--- config.mk ---
export PLATFORM = sky130hd
export DESIGN_NAME = bus_rr_router
export DESIGN_NICKNAME = d
export VERILOG_FILES = /design/src/rtl/bus_rr_router.sv
export SDC_FILE = /design/constraint.sdc
export NUM_CORES = 1
export LEC_CHECK = 0
export CORE_UTILIZATION = 30
export DETAILED_ROUTE_END_ITERATION = 6
export GPL_TIMING_DRIVEN = 0
export HOLD_SLACK_MARGIN = 0.02
export PLACE_DENSITY = 0.55
export SLEW_MARGIN = 20
export SYNTH_ARGS = -nofsm -noshare
export SYNTH_HDL_FRONTEND = slang
export SYNTH_SLANG_ARGS = --single-unit
--- constraint.sdc ---
create_clock -name clk -period 4.96 [get_ports clk]
set_input_delay 0.496 -clock clk [delete_from_list [all_inputs] [get_ports clk]]
set_output_delay 0.496 -clock clk [all_outputs]
set_load 0.03 [all_outputs]
--- src/rtl/bus_rr_router.sv ---
// rtl/bus_rr_router.sv - round-robin/fixed-priority FIFO arbiter and destination router
// Optional BUS_LOOPBACK_EN: a packet addressed to its own source is delivered back instead of dropped.
module bus_rr_router #(
    parameter int          drvrs     = 5,
    parameter int          pckg_sz   = 16,
    parameter logic [7:0]  broadcast = 8'hFF,
    parameter int          ARB_MODE  = 0
) (
    input  logic                           clk,
    input  logic                           reset,
    input  logic [drvrs-1:0]               pndng,
    input  logic [drvrs-1:0][pckg_sz-1:0]  D_pop,
    input  logic [drvrs-1:0]               full,
    output logic [drvrs-1:0]               pop,
    output logic [drvrs-1:0]               push,
    output logic [drvrs-1:0][pckg_sz-1:0]  D_push,
    output logic                           busy,
    output logic [15:0]                    err_cnt
);

    localparam int SW = (drvrs > 1) ? $clog2(drvrs) : 1;
    localparam logic [drvrs-1:0] ONE = drvrs'(1);

    typedef enum logic [1:0] {IDLE, POP, ROUTE, PUSH} state_t;

    state_t                          state_q, state_d;
    logic [pckg_sz-1:0]              data_q, data_d;
    logic [SW-1:0]                   src_q, src_d;
    logic [SW-1:0]                   ptr_q, ptr_d;
    logic                            bcast_q, bcast_d;
    logic                            valid_q, valid_d;
    logic                            self_q, self_d;
    logic [drvrs-1:0]                mask_q, mask_d;
    logic [15:0]                     err_cnt_q, err_cnt_d;
    logic [drvrs-1:0]                pop_q, pop_d;
    logic [drvrs-1:0]                push_q, push_d;
    logic [drvrs-1:0][pckg_sz-1:0]   d_push_q, d_push_d;
    logic                            busy_q, busy_d;

    logic [SW-1:0]                   win;
    logic [SW:0]                     cand;
    logic [7:0]                      dest;
    logic                            drop;

    assign dest = data_q[pckg_sz-1 -: 8];

`ifdef BUS_LOOPBACK_EN
    assign drop = !bcast_q && !valid_q;
`else
    assign drop = !bcast_q && (!valid_q || self_q);
`endif

    // Scan far-to-near so the candidate closest after the pointer is the last one kept.
    always_comb begin
        win  = '0;
        cand = '0;
        if (ARB_MODE == 1) begin
            for (int k = drvrs - 1; k >= 0; k--) begin
                if (pndng[k]) win = SW'(k);
            end
        end else begin
            for (int k = drvrs; k >= 1; k--) begin
                cand = {1'b0, ptr_q} + (SW+1)'(k);
                if (cand >= (SW+1)'(drvrs)) cand = cand - (SW+1)'(drvrs);
                if (pndng[cand[SW-1:0]]) win = cand[SW-1:0];
            end
        end
    end

    always_ff @(posedge clk or posedge reset) begin
        if (reset) begin
            state_q   <= IDLE;
            data_q    <= '0;
            src_q     <= '0;
            ptr_q     <= SW'(drvrs - 1);
            bcast_q   <= 1'b0;
            valid_q   <= 1'b0;
            self_q    <= 1'b0;
            mask_q    <= '0;
            err_cnt_q <= '0;
            pop_q     <= '0;
            push_q    <= '0;
            d_push_q  <= '0;
            busy_q    <= 1'b0;
        end else begin
            state_q   <= state_d;
            data_q    <= data_d;
            src_q     <= src_d;
            ptr_q     <= ptr_d;
            bcast_q   <= bcast_d;
            valid_q   <= valid_d;
            self_q    <= self_d;
            mask_q    <= mask_d;
            err_cnt_q <= err_cnt_d;
            pop_q     <= pop_d;
            push_q    <= push_d;
            d_push_q  <= d_push_d;
            busy_q    <= busy_d;
        end
    end

    always_comb begin
        state_d = state_q;
        case (state_q)
            IDLE:    if (|pndng) state_d = POP;
            POP:     state_d = ROUTE;
            ROUTE:   state_d = drop ? IDLE : PUSH;
            PUSH:    if ((mask_q & full) == '0) state_d = IDLE;
            default: state_d = IDLE;
        endcase
    end

    always_comb begin
        data_d    = data_q;
        src_d     = src_q;
        ptr_d     = ptr_q;
        bcast_d   = bcast_q;
        valid_d   = valid_q;
        self_d    = self_q;
        mask_d    = mask_q;
        err_cnt_d = err_cnt_q;
        pop_d     = '0;
        push_d    = '0;
        d_push_d  = d_push_q;
        busy_d    = (state_d != IDLE);
        case (state_q)
            IDLE: begin
                if (|pndng) begin
                    data_d = D_pop[win];
                    src_d  = win;
                    pop_d  = ONE << win;
                end
            end
            POP: begin
                bcast_d = (dest == broadcast);
                valid_d = (dest < 8'(drvrs));
                self_d  = (dest == 8'(src_q));
                ptr_d   = src_q;
            end
            ROUTE: begin
                // Broadcast never includes the source, even with loopback enabled.
                mask_d = bcast_q ? ~(ONE << src_q) : (ONE << dest[SW-1:0]);
                if (drop && err_cnt_q != 16'hFFFF) err_cnt_d = err_cnt_q + 16'd1;
            end
            PUSH: begin
                if ((mask_q & full) == '0) begin
                    push_d   = mask_q;
                    d_push_d = {drvrs{data_q}};
                end
            end
            default: ;
        endcase
    end

    assign pop     = pop_q;
    assign push    = push_q;
    assign D_push  = d_push_q;
    assign busy    = busy_q;
    assign err_cnt = err_cnt_q;

endmodule

---- Word level (Yosys, flattened, before mapping) ----
Cells that the tools add are included.
cells by class
  shift operators ......................... 3
  magnitude comparators ................... 12
  reduce and logical (&&, ||, !) cells .... 12
  equality and inequality tests ........... 6
  bitwise logic cells ..................... 2
  mux-type cells .......................... 31
  add/subtract/negate cells ............... 11
operators by type and width
  kind                   count
  $bmux 16 s3            1
  $mux 3                 10
  $mux 5                 5
  $lt 3x4->1 const B     6
  $ge 4x3->1 const B     5
  $add 16x1->16 const B  1
  $mux 16                1
  $ne 16x16->1 const B   1
  $bmux 1 s3             5
  $shl 1x3->5 const A    3
  $sub 3x3->3 const B    5
  $add 3x2->4 const B    2
  $add 3x3->4 const B    2
  $eq 8x3->1             1
  $eq 8x8->1 const B     1
  $lt 8x3->1 const B     1
  $pmux 2 s4             1
  $mux 2                 3
  $reduce_and 2->1       3
  $and 5x5->5            1
  $logic_not 5->1        1
  $mux 1                 5
  $not 5->5              1
  $reduce_or 5->1        1
  8 further kinds        11
storage, ports and cells
  bits of input ports ..................... 92
  logic and storage cells ................. 90
  bits in registers ....................... 75

---- Logic depth before layout (Yosys ltp) ----
Gate-level depths: netlist of run 1.
  depth in word-level cells ............... 13
  mapped depth ............................ 15

---- Least setup slack after synthesis of run 1 ----
No wires, ideal clock.
  path kind ............................... flip-flop to flip-flop
  start point ............................. register ptr_q[2]
  end point ............................... register pop_q[0] (netlist: pop[0])
  path buffers ............................ 5
  stages on the path, launching flop included .. 15
  data arrival time ....................... 3.612 ns
  path slack .............................. 1.275 ns
  data required time ...................... 4.887 ns
  cells stage by stage .................... dfstp_2 -> clkbuf_1 -> clkbuf_1 -> inv_1 -> ha_1 -> buf_1 -> a2111oi_0 -> a32oi_1 -> a31o_2 -> a311o_1 -> a31oi_2 -> o211a_1 -> buf_6 -> buf_12 -> nor2b_1
on the way
  longest elaborated chain between the ends .. 13
  elaborated cells between the ends (all ways) .. 38
  classes of those cells .................. 10 x add/sub; 5 x order compare; 1 x shift; 22 x mux
ends and longest elaborated chain
  what                                              RTL line  text
  start, declared                                   29        logic [SW-1:0] ptr_q, ptr_d;
  start signal, assigned                            75        ptr_q <= SW'(drvrs - 1);
  start signal, assigned                            89        ptr_q <= ptr_d;
  $add 3x3->4                                       63        cand = {1'b0, ptr_q} + (SW+1)'(k);
  $ge 4x3->1 / $sub 3x3->3 (equally long branches)  64        if (cand >= (SW+1)'(drvrs)) cand = cand - (SW+1)'(drvrs);
  $mux 3                                            64
  $bmux 1 s3                                        65        if (pndng[cand[SW-1:0]]) win = cand[SW-1:0];
  $mux 1 (not written as such)                      65
  $mux 3 (4 in series)                              65
  $mux 3 *                                          65
  $shl 1x3->5 *                                     131       pop_d = ONE << win;
  $mux 5 *                                          128       if (|pndng) begin
  $mux 5 *                                          126       case (state_q)
  via pop_d[0]                                      35        logic [drvrs-1:0] pop_q, pop_d;
  end signal, assigned                              95        pop_q <= pop_d;
  end, declared                                     35
Mark *: on every way through the listed nets, which the timed path passes. The rest lies on a longest branch. The select of a mux whose other input is x is not followed.
A chain may end at the register's enable or synchronous reset.

---- Worst setup path in the final report of run 1 ----
  start point ............................. register ptr_q[2]
  end point ............................... register data_q[3]
on the way
  longest elaborated chain between the ends .. 12
  elaborated cells between the ends (all ways) .. 37
  classes of those cells .................. 10 x add/sub; 5 x order compare; 22 x mux
ends and longest elaborated chain
  what                                              RTL line  text
  $add 3x3->4                                       63
  $ge 4x3->1 / $sub 3x3->3 (equally long branches)  64
  $mux 3                                            64
  $bmux 1 s3                                        65
  $mux 1 (not written as such)                      65
  $mux 3 (4 in series)                              65
  $mux 3 *                                          65
  $bmux 16 s3 *                                     129       data_d = D_pop[win];
  $mux 16 (not written as such) *                   129
  end signal, assigned                              87        data_q <= data_d;
  end, declared                                     27        logic [pckg_sz-1:0] data_q, data_d;
Every way passes the cells marked *; elsewhere a longest branch is shown, timed or not. The select of a mux whose other input is x is not followed.

==> flow_results.org, run 1 <==
** Timing
- In the final timing run, aggregate negative setup slack is 0 ns.
- The hold violation total from the final report is 0.
- Final setup violating endpoints :: 0
- The clock arrives with 0.0102 ns of skew.
- Remaining max-slew budget at the tightest pin :: 0.317
- Of the available clock period, the critical path in the final layout requires 0.950.
- Max-slew violation total from the final report :: 0
- Derived from the worst setup path, the maximum achievable clock frequency is between 0.2 and 0.25 GHz.
- Final critical delay including setup and external delays :: about 4.7 ns
- At the pin with the least slew margin, the transition time is ~1 ns.
- Across all setup checks in the final design, the least slack found is roughly 0.25 ns.
- Setup repair after global routing left no endpoint under its margin.

** Logic synthesis
- Counting every net in the synthesized netlist gives 696.
- The synthesized design contains 0 enable-type register cells.
- After synthesis, the cell types taking the most area are dfrtp_1 34%, buf_4 9.5%, mux2i_1 6.3%.
- Distinct cell type count of the synthesized netlist :: 70
- nand2_1 is the most common cell in the netlist.
- For this run, asynchronously set or reset flops after synthesis account for 1.00.
- The average instance in the mapped netlist occupies slightly above 9 sq um.
- Warnings, synthesis :: 0
- Synthesized netlist cell count :: 591
- The share of synthesized area in the top cell type comes to 0.345.
- The synthesized netlist occupies a cell area of approximately 5400 sq um.
- Synthesis-stage register bit count :: 75
- Ranking of synthesized cells by instance count :: 75 x nand2_1, 74 x dfrtp_1, 68 x buf_4
- For this run, the leading register cell type out of synthesis is dfrtp_1.
- Of all cell types, the one taking the most synthesized area is dfrtp_1.
- Of the synthesized area, sequential elements account for 0.350.

** Drt
- Antenna-violating nets left :: 0
- After the first detailed-routing iteration, the DRC count stood at between 300 and 400.
- Dividing the detail-routed via count by the number of cells gives a little under 5.
- Post-Route WL :: 18.3 mm
- DRC errors left :: 0
- The routed layout has a little over 5,000 vias.
- The first TritonRoute pass finished after 5 iterations.
- Dividing the detail-routed wire length by the instance count gives ~18 um.

** CTS
- H-Tree Level Count :: 3
- CTS Hold Bufs :: 0
- TritonCTS built the clock tree.
- Source-to-sink clock delay at the later pin of the worst-skew pair :: around 0.34 ns
- CTS Buf Count :: 9
- The number of setup buffers added after CTS is 0.
- Maximum buffer depth of the clock tree :: 2
- Master cell of the clock root buffer :: clkbuf_16
- Clock slew seen by the registers of the worst setup and hold paths :: 0.06 ns
- Once the clock tree was built, the resizer swapped 0 gates to a different size.
- Clock Sinks :: 75

** Floorplanning
- Core ar. :: 17,400 sq um
- Effective utilization at floorplan :: 0.308
- The floorplan step defined a die boundary enclosing between 15,000 and 20,000 sq um.
- Die width :: 136 um
- Die Y :: ~140 um
- Number of I/O pins :: 199
- The initialized floorplan defines 48 standard-cell rows.

** Critical path
- In this design, the stage delay of the slowest critical-path cell is between 0.7 and 0.8 ns.
- In this run the worst setup path begins at ptr_q[2].
- Among the stages of the critical path, the cell type that occurs most often is clkbuf_1.
- Category of the worst setup path capture point :: flip-flop
- The worst register-to-register path ends at data_q[3].
- Data required time of the critical path :: around 5.2 ns
- Reg2Reg Launch Point :: ptr_q[2]
- Kind of start point of the critical path :: flip-flop
- Register-to-Register Setup Slack :: between 0.2 and 0.3 ns
- Slowest-stage cell, CP :: a2111oi_0
- Arrival time at the worst endpoint :: between 4 and 5 ns
- Maximum net fanout on the critical path :: 10
- Worst setup path class :: reg2reg
- Traced cell by cell, the critical path runs through clkbuf_1 > clkbuf_1 > inv_1 > ha_1 > clkbuf_1 > nand2_1 > a211oi_1 > o211a_1 > a2111oi_0 > o2111ai_1 > o211ai_1 > buf_4 > buf_2 > mux2i_1 > a221oi_2.
- End point of the critical path :: data_q[3]
- Reg2Reg Depth :: 15

** Job
- Max-cap violations in this run came to 0.

** Placed design
- Instance count after placement with tap cells included :: between 1,000 and 1,500
- The congestion estimate from routability-driven global placement came to between 0.8 and 0.9.
- Setup slack after placement :: 0.331 ns
- During placement, the flow inserted port buffers numbering between 150 and 200.
- Total half-perimeter wirelength after legalization and detailed placement :: 14.5 mm

** GRT
- The first global-routing pass estimated around 28 mm of wire.
- Largest net degree at the start of global routing :: 58
- The initial antenna violation count came to 0.
- Global routing usage summed across all routing layers :: 0.199
- The number of global-route vias before repair is 4,961.
- Global routing finished with a remaining overflow of 0.

** Worst hold path
- In this run the worst hold path is classified as in2async.

** Final layout
- The area growth from synthesis to layout is 48.8%.
- Non-filler instance count after layout :: between 1,000 and 1,500
- Of the cells placed in the final design, the portion with a size suffix greater than 1 is 0.155.
- Number of nets in the layout :: ~900
- Antenna cell count :: 0

** Run status
- Run status :: finished, final reports clean
flip-flops by register name, indices dropped and copies added, names as in the netlist:
name / flops
self_q: 1
err_cnt: 16
ptr_q: 3
push: 5
data_q: 16
state_q: 2
valid_q: 1
busy: 1
mask_q: 5
bcast_q: 1
src_q: 3
D_push: 16
pop: 5
cell usage in the layout (no fill, tap or decap), drive strengths merged, types with 3 or more instances in the layout:
cell type	count
clkdlybuf4s50	196
buf	79
nand2	75
dfrtp	74
clkbuf	36
mux2i	34
nand2b	27
nor2	25
a221oi	20
o22ai	18
nand3	16
o21ai	16
xnor2	15
inv	15
a21oi	13
ha	12
and2	10
nor3	9
nor2b	8
and3	7
mux2	7
nor3b	7
xor2	6
a211oi	5
a21o	4
o211ai	4
or2	4
a31oi	4
a311o	3
nor4	3
nand4	3
a32oi	3
bufinv	3
clkinv	3
metrics by stage:
step | area (sq um) | util | hold slack, ns
after global placement | 7610 | 0.437 | 0.451
after CTS | 7990 | 0.459 | 0.450
final | 7990 | 0.459 | 0.446
after floorplan | 5370 | - | 0.439
after detailed placement | 7640 | 0.439 | 0.460
after global routing | 7990 | 0.459 | 0.471
cell type report:
class / instances / area [sq um]
plain buffers: 105 / 707
inverters: 15 / 58.8
fillers: 1676 / 9420
repair buffers: 197 / 1990
flip-flops and latches: 75 / 1880
well taps: 225 / 282
multi-input cells: 396 / 2730
clock inverters: 7 / 124
clock buffers: 9 / 225
kinds of logic (layout without fill, tap and decap cells):
| logic type | count (synthesis) | after routing | share of synthesized area |
|---|---|---|---|
| fa+ha+maj | 13 | 13 | 0.0317 |
| mux | 42 | 42 | 0.0822 |
| buf+inv | 120 | 333 | 0.142 |
| compound gates | 113 | 113 | 0.163 |
| flops | 75 | 75 | 0.350 |
| simple gates | 207 | 207 | 0.197 |
| xor+xnor | 21 | 21 | 0.0343 |
worst min-delay path by stage:
stage	endpoint	slack, ns	depth (start not counted)
after floorplan	D_push[64]	0.44	2
after global placement	D_push[70]	0.45	2
after detailed placement	D_push[70]	0.46	2
after CTS	push[1]	0.45	2
after global routing	push[1]	0.47	2
final	push[2]	0.45	2
critical path, delay by kind of cell (launching register included):
family / cells / cell delay, ns
DFF: 1 / 0.64
and+or+nand+nor: 1 / 0.15
muxes: 1 / 0.31
AOI/OAI and AO/OA: 6 / 1.47
buffers and inverters: 6 / 1.77
adders and majority gates: 1 / 0.23
metal layers:
metal / share of wire / vias to the layer above / global-route usage
met1: 0.44 / 2425 / 0.252
li1: - / 2444 / -
met5: 0 / - / 0
met2: 0.49 / 183 / 0.344
met4: 0.0074 / 0 / 0.0362
met3: 0.063 / 13 / 0.0464
Power of run 1 is left out: the tool's default activity adds up to more than one toggle a clock period on the data nets, which glitch-free logic cannot reach.
==> inputs of run 2 (changes only) <==
--- a/config.mk
+++ b/config.mk
@@ -9,7 +9,7 @@
 export DETAILED_ROUTE_END_ITERATION = 6
 export GPL_TIMING_DRIVEN = 0
 export HOLD_SLACK_MARGIN = 0.02
-export PLACE_DENSITY = 0.55
+export PLACE_DENSITY = 0.58
 export SLEW_MARGIN = 20
 export SYNTH_ARGS = -nofsm -noshare
 export SYNTH_HDL_FRONTEND = slang
==> run 2 against run 1 <==
- clock skew is 0.0027 ns lower
- non-clock buffer count stayed put
- wire length is 1.0% lower
- fmax is 6.4% higher
- global-route usage is 0.26 points lower
- critical path depth is 2 lower
- first-iteration DRC count is 2.8% higher
- setup slack better by 0.28 ns
- sequential share of layout area is 0.11 points higher
- flip-flop and latch count stayed put
- critical path type unchanged
- final area is 0.45% lower
==> flow_results.org, run 2 (synthesis results as in run 1) <==
** CTS
- Clock tree synthesis found a total of 75 sinks.
- CTS Buf Count :: 9
- After clock tree synthesis, the clock-pin slew on the worst setup and hold paths is roughly 0.060 ns.
- TritonCTS built the clock tree.
- CTS placed an instance of clkbuf_16 at the clock tree root.
- H-Tree Level Count :: 3
- In this run, post-CTS hold repair placed 0 buffers.
- For the worst-skew pair, the clock arrives at the later sink with an insertion delay of ~0.34 ns.
- Maximum buffer depth of the clock tree :: 2

** GRT
- Largest net degree at the start of global routing :: 57
- Across every metal layer, demand over resource in global routing totals 0.196.
- Grt ovf :: 0
- Via count of the first global-routing pass :: 4,985
- The first global-routing pass estimated 27.8 mm of wire.
- The initial antenna violation count is 0.

** Placed design
- Routability-driven placement finished with a final weighted congestion of 0.880.
- Cell area reported after detailed placement :: roughly 7600 sq um
- The count of buffers added on input and output ports is 196.
- Total half-perimeter wirelength after legalization and detailed placement :: about 14 mm

** Timing
- Tightest Pin Transition :: just over 0.7 ns
- The worst pin sits at a relative slew slack of 0.518.
- Unrepaired setup endpoints after global routing :: no
- Setup violations remaining at the end of the flow were counted as 0.
- Of the available clock period, the critical path in the final layout requires 0.892.
- Final count of hold timing violations :: 0
- The worst path needs around 4.4 ns of the cycle, external delays included.
- In the final timing run, aggregate negative setup slack is 0 ns.
- Fmax :: 0.226 GHz
- Worst Hold Margin :: 0.468 ns
- Max-slew violation total from the final report :: 0
- Clock skew on the completed layout was measured at about 0.0075 ns.

** Critical path
- Kind of start point of the critical path :: flip-flop
- The worst setup path is captured at a flip-flop.
- Combined buffer and inverter count along the critical path :: 5
- Slowest-stage cell, CP :: dfstp_2
- By startpoint and endpoint, the worst setup path is classified as reg2reg.
- Cells along the critical path :: clkbuf_1 > clkbuf_2 > inv_1 > ha_1 > buf_1 > a2111oi_0 > a32oi_1 > a31o_2 > a311o_1 > a31oi_2 > buf_2 > o22ai_1 > a221oi_2
- Worst path top cell family by delay :: compound AO/OA/AOI/OAI gates
- Data required time of the critical path :: roughly 5.2 ns
- Of all nets on the critical path, the largest fanout is 10.
- In this design, the stage delay of the slowest critical-path cell is 0.61 ns.
- Arrival time at the worst endpoint :: about 4.7 ns

** Floorplanning
- Effective utilization at floorplan :: 0.308
- The core region is 17,400 sq um.
- Number of I/O pins :: 199
- Die width :: around 140 um
- Die Y :: between 100 and 150 um
- Standard-cell rows :: 48
- The die covers 18,400 sq um.

** Drt
- The first detailed-routing pass took 5 iterations.
- The detailed router placed 5,114 vias in this run.
- DRC errors left :: 0
- Iter 0 DRT Violations :: 367
- Dividing the detail-routed wire length by the instance count gives 17.6 um.
- Antenna-violating nets left :: 0
- Via density :: 4.97
- Post-Route WL :: 18.2 mm

** Final layout
- Antenna cell count :: 0
- The finished cells cover around 8000 sq um.
- Number of nets in the layout :: 904
- In the final layout, the share of cells above drive strength 1 is 0.155.
- In the layout the commonest cells are 196 x clkdlybuf4s50_1, 75 x nand2_1, 74 x dfrtp_1, 68 x buf_4, 34 x mux2i_1.
- Leaving out fill and tap cells, the most frequent cell in the layout is clkdlybuf4s50_1.
- Relative to the synthesized area, the layout overhead comes to 48.2%.

** Worst hold path
- The tightest min-delay check is of the in2async type.

** Job
- Max Cap Violations :: 0

** Run status
- The run finished with clean final reports.
-- run 2: per-stage QoR --
stage | instances | util | setup slack, ns
finish | 1029 | 0.457 | 0.534
global route | 1029 | 0.457 | 0.144
CTS | 1029 | 0.457 | 0.374
detailed placement | 1013 | 0.439 | 0.378
global placement | 1012 | 0.437 | 0.382
floorplan | 591 | - | 1.28
-- run 2: layout make-up --
class | instances | area, sq um
tap | 225 | 282
fill | 1685 | 9460
multi-input combinational | 396 | 2730
clock inverter | 3 | 46.3
timing repair buffer | 197 | 1990
clock buffer | 13 | 260
buffer | 105 | 708
inverter | 15 | 58.8
sequential | 75 | 1880
-- run 2: repair_timing --
action / CTS / global route
resized for setup: 0 / 2
setup endpoints to repair: 0 / 8
setup buffers: 0 / 0
-- run 2: per-layer routing --
layer	track usage	up-vias	wire length (um)
met1	0.246	2448	7770
met5	0	-	0
met3	0.0434	21	1280
met2	0.336	205	8840
li1	-	2440	-
met4	0.0537	0	263
-- run 2: path summary, 6_finish.rpt --
check                           startpoint     endpoint  slack [ns]  cells after the start
worst max-delay path              ptr_q[2]    data_q[0]        0.53                     13
worst min-delay path                 reset  err_cnt[12]        0.47                      2
worst max register to register    ptr_q[2]    data_q[0]        0.53                     13
worst min register to register   data_q[2]   D_push[66]        0.47                      2
max in group asynchronous            reset   D_push[77]        3.93                      3
min in group clk                 data_q[2]   D_push[66]        0.47                      2
Power of run 2 is left out for the same reason.
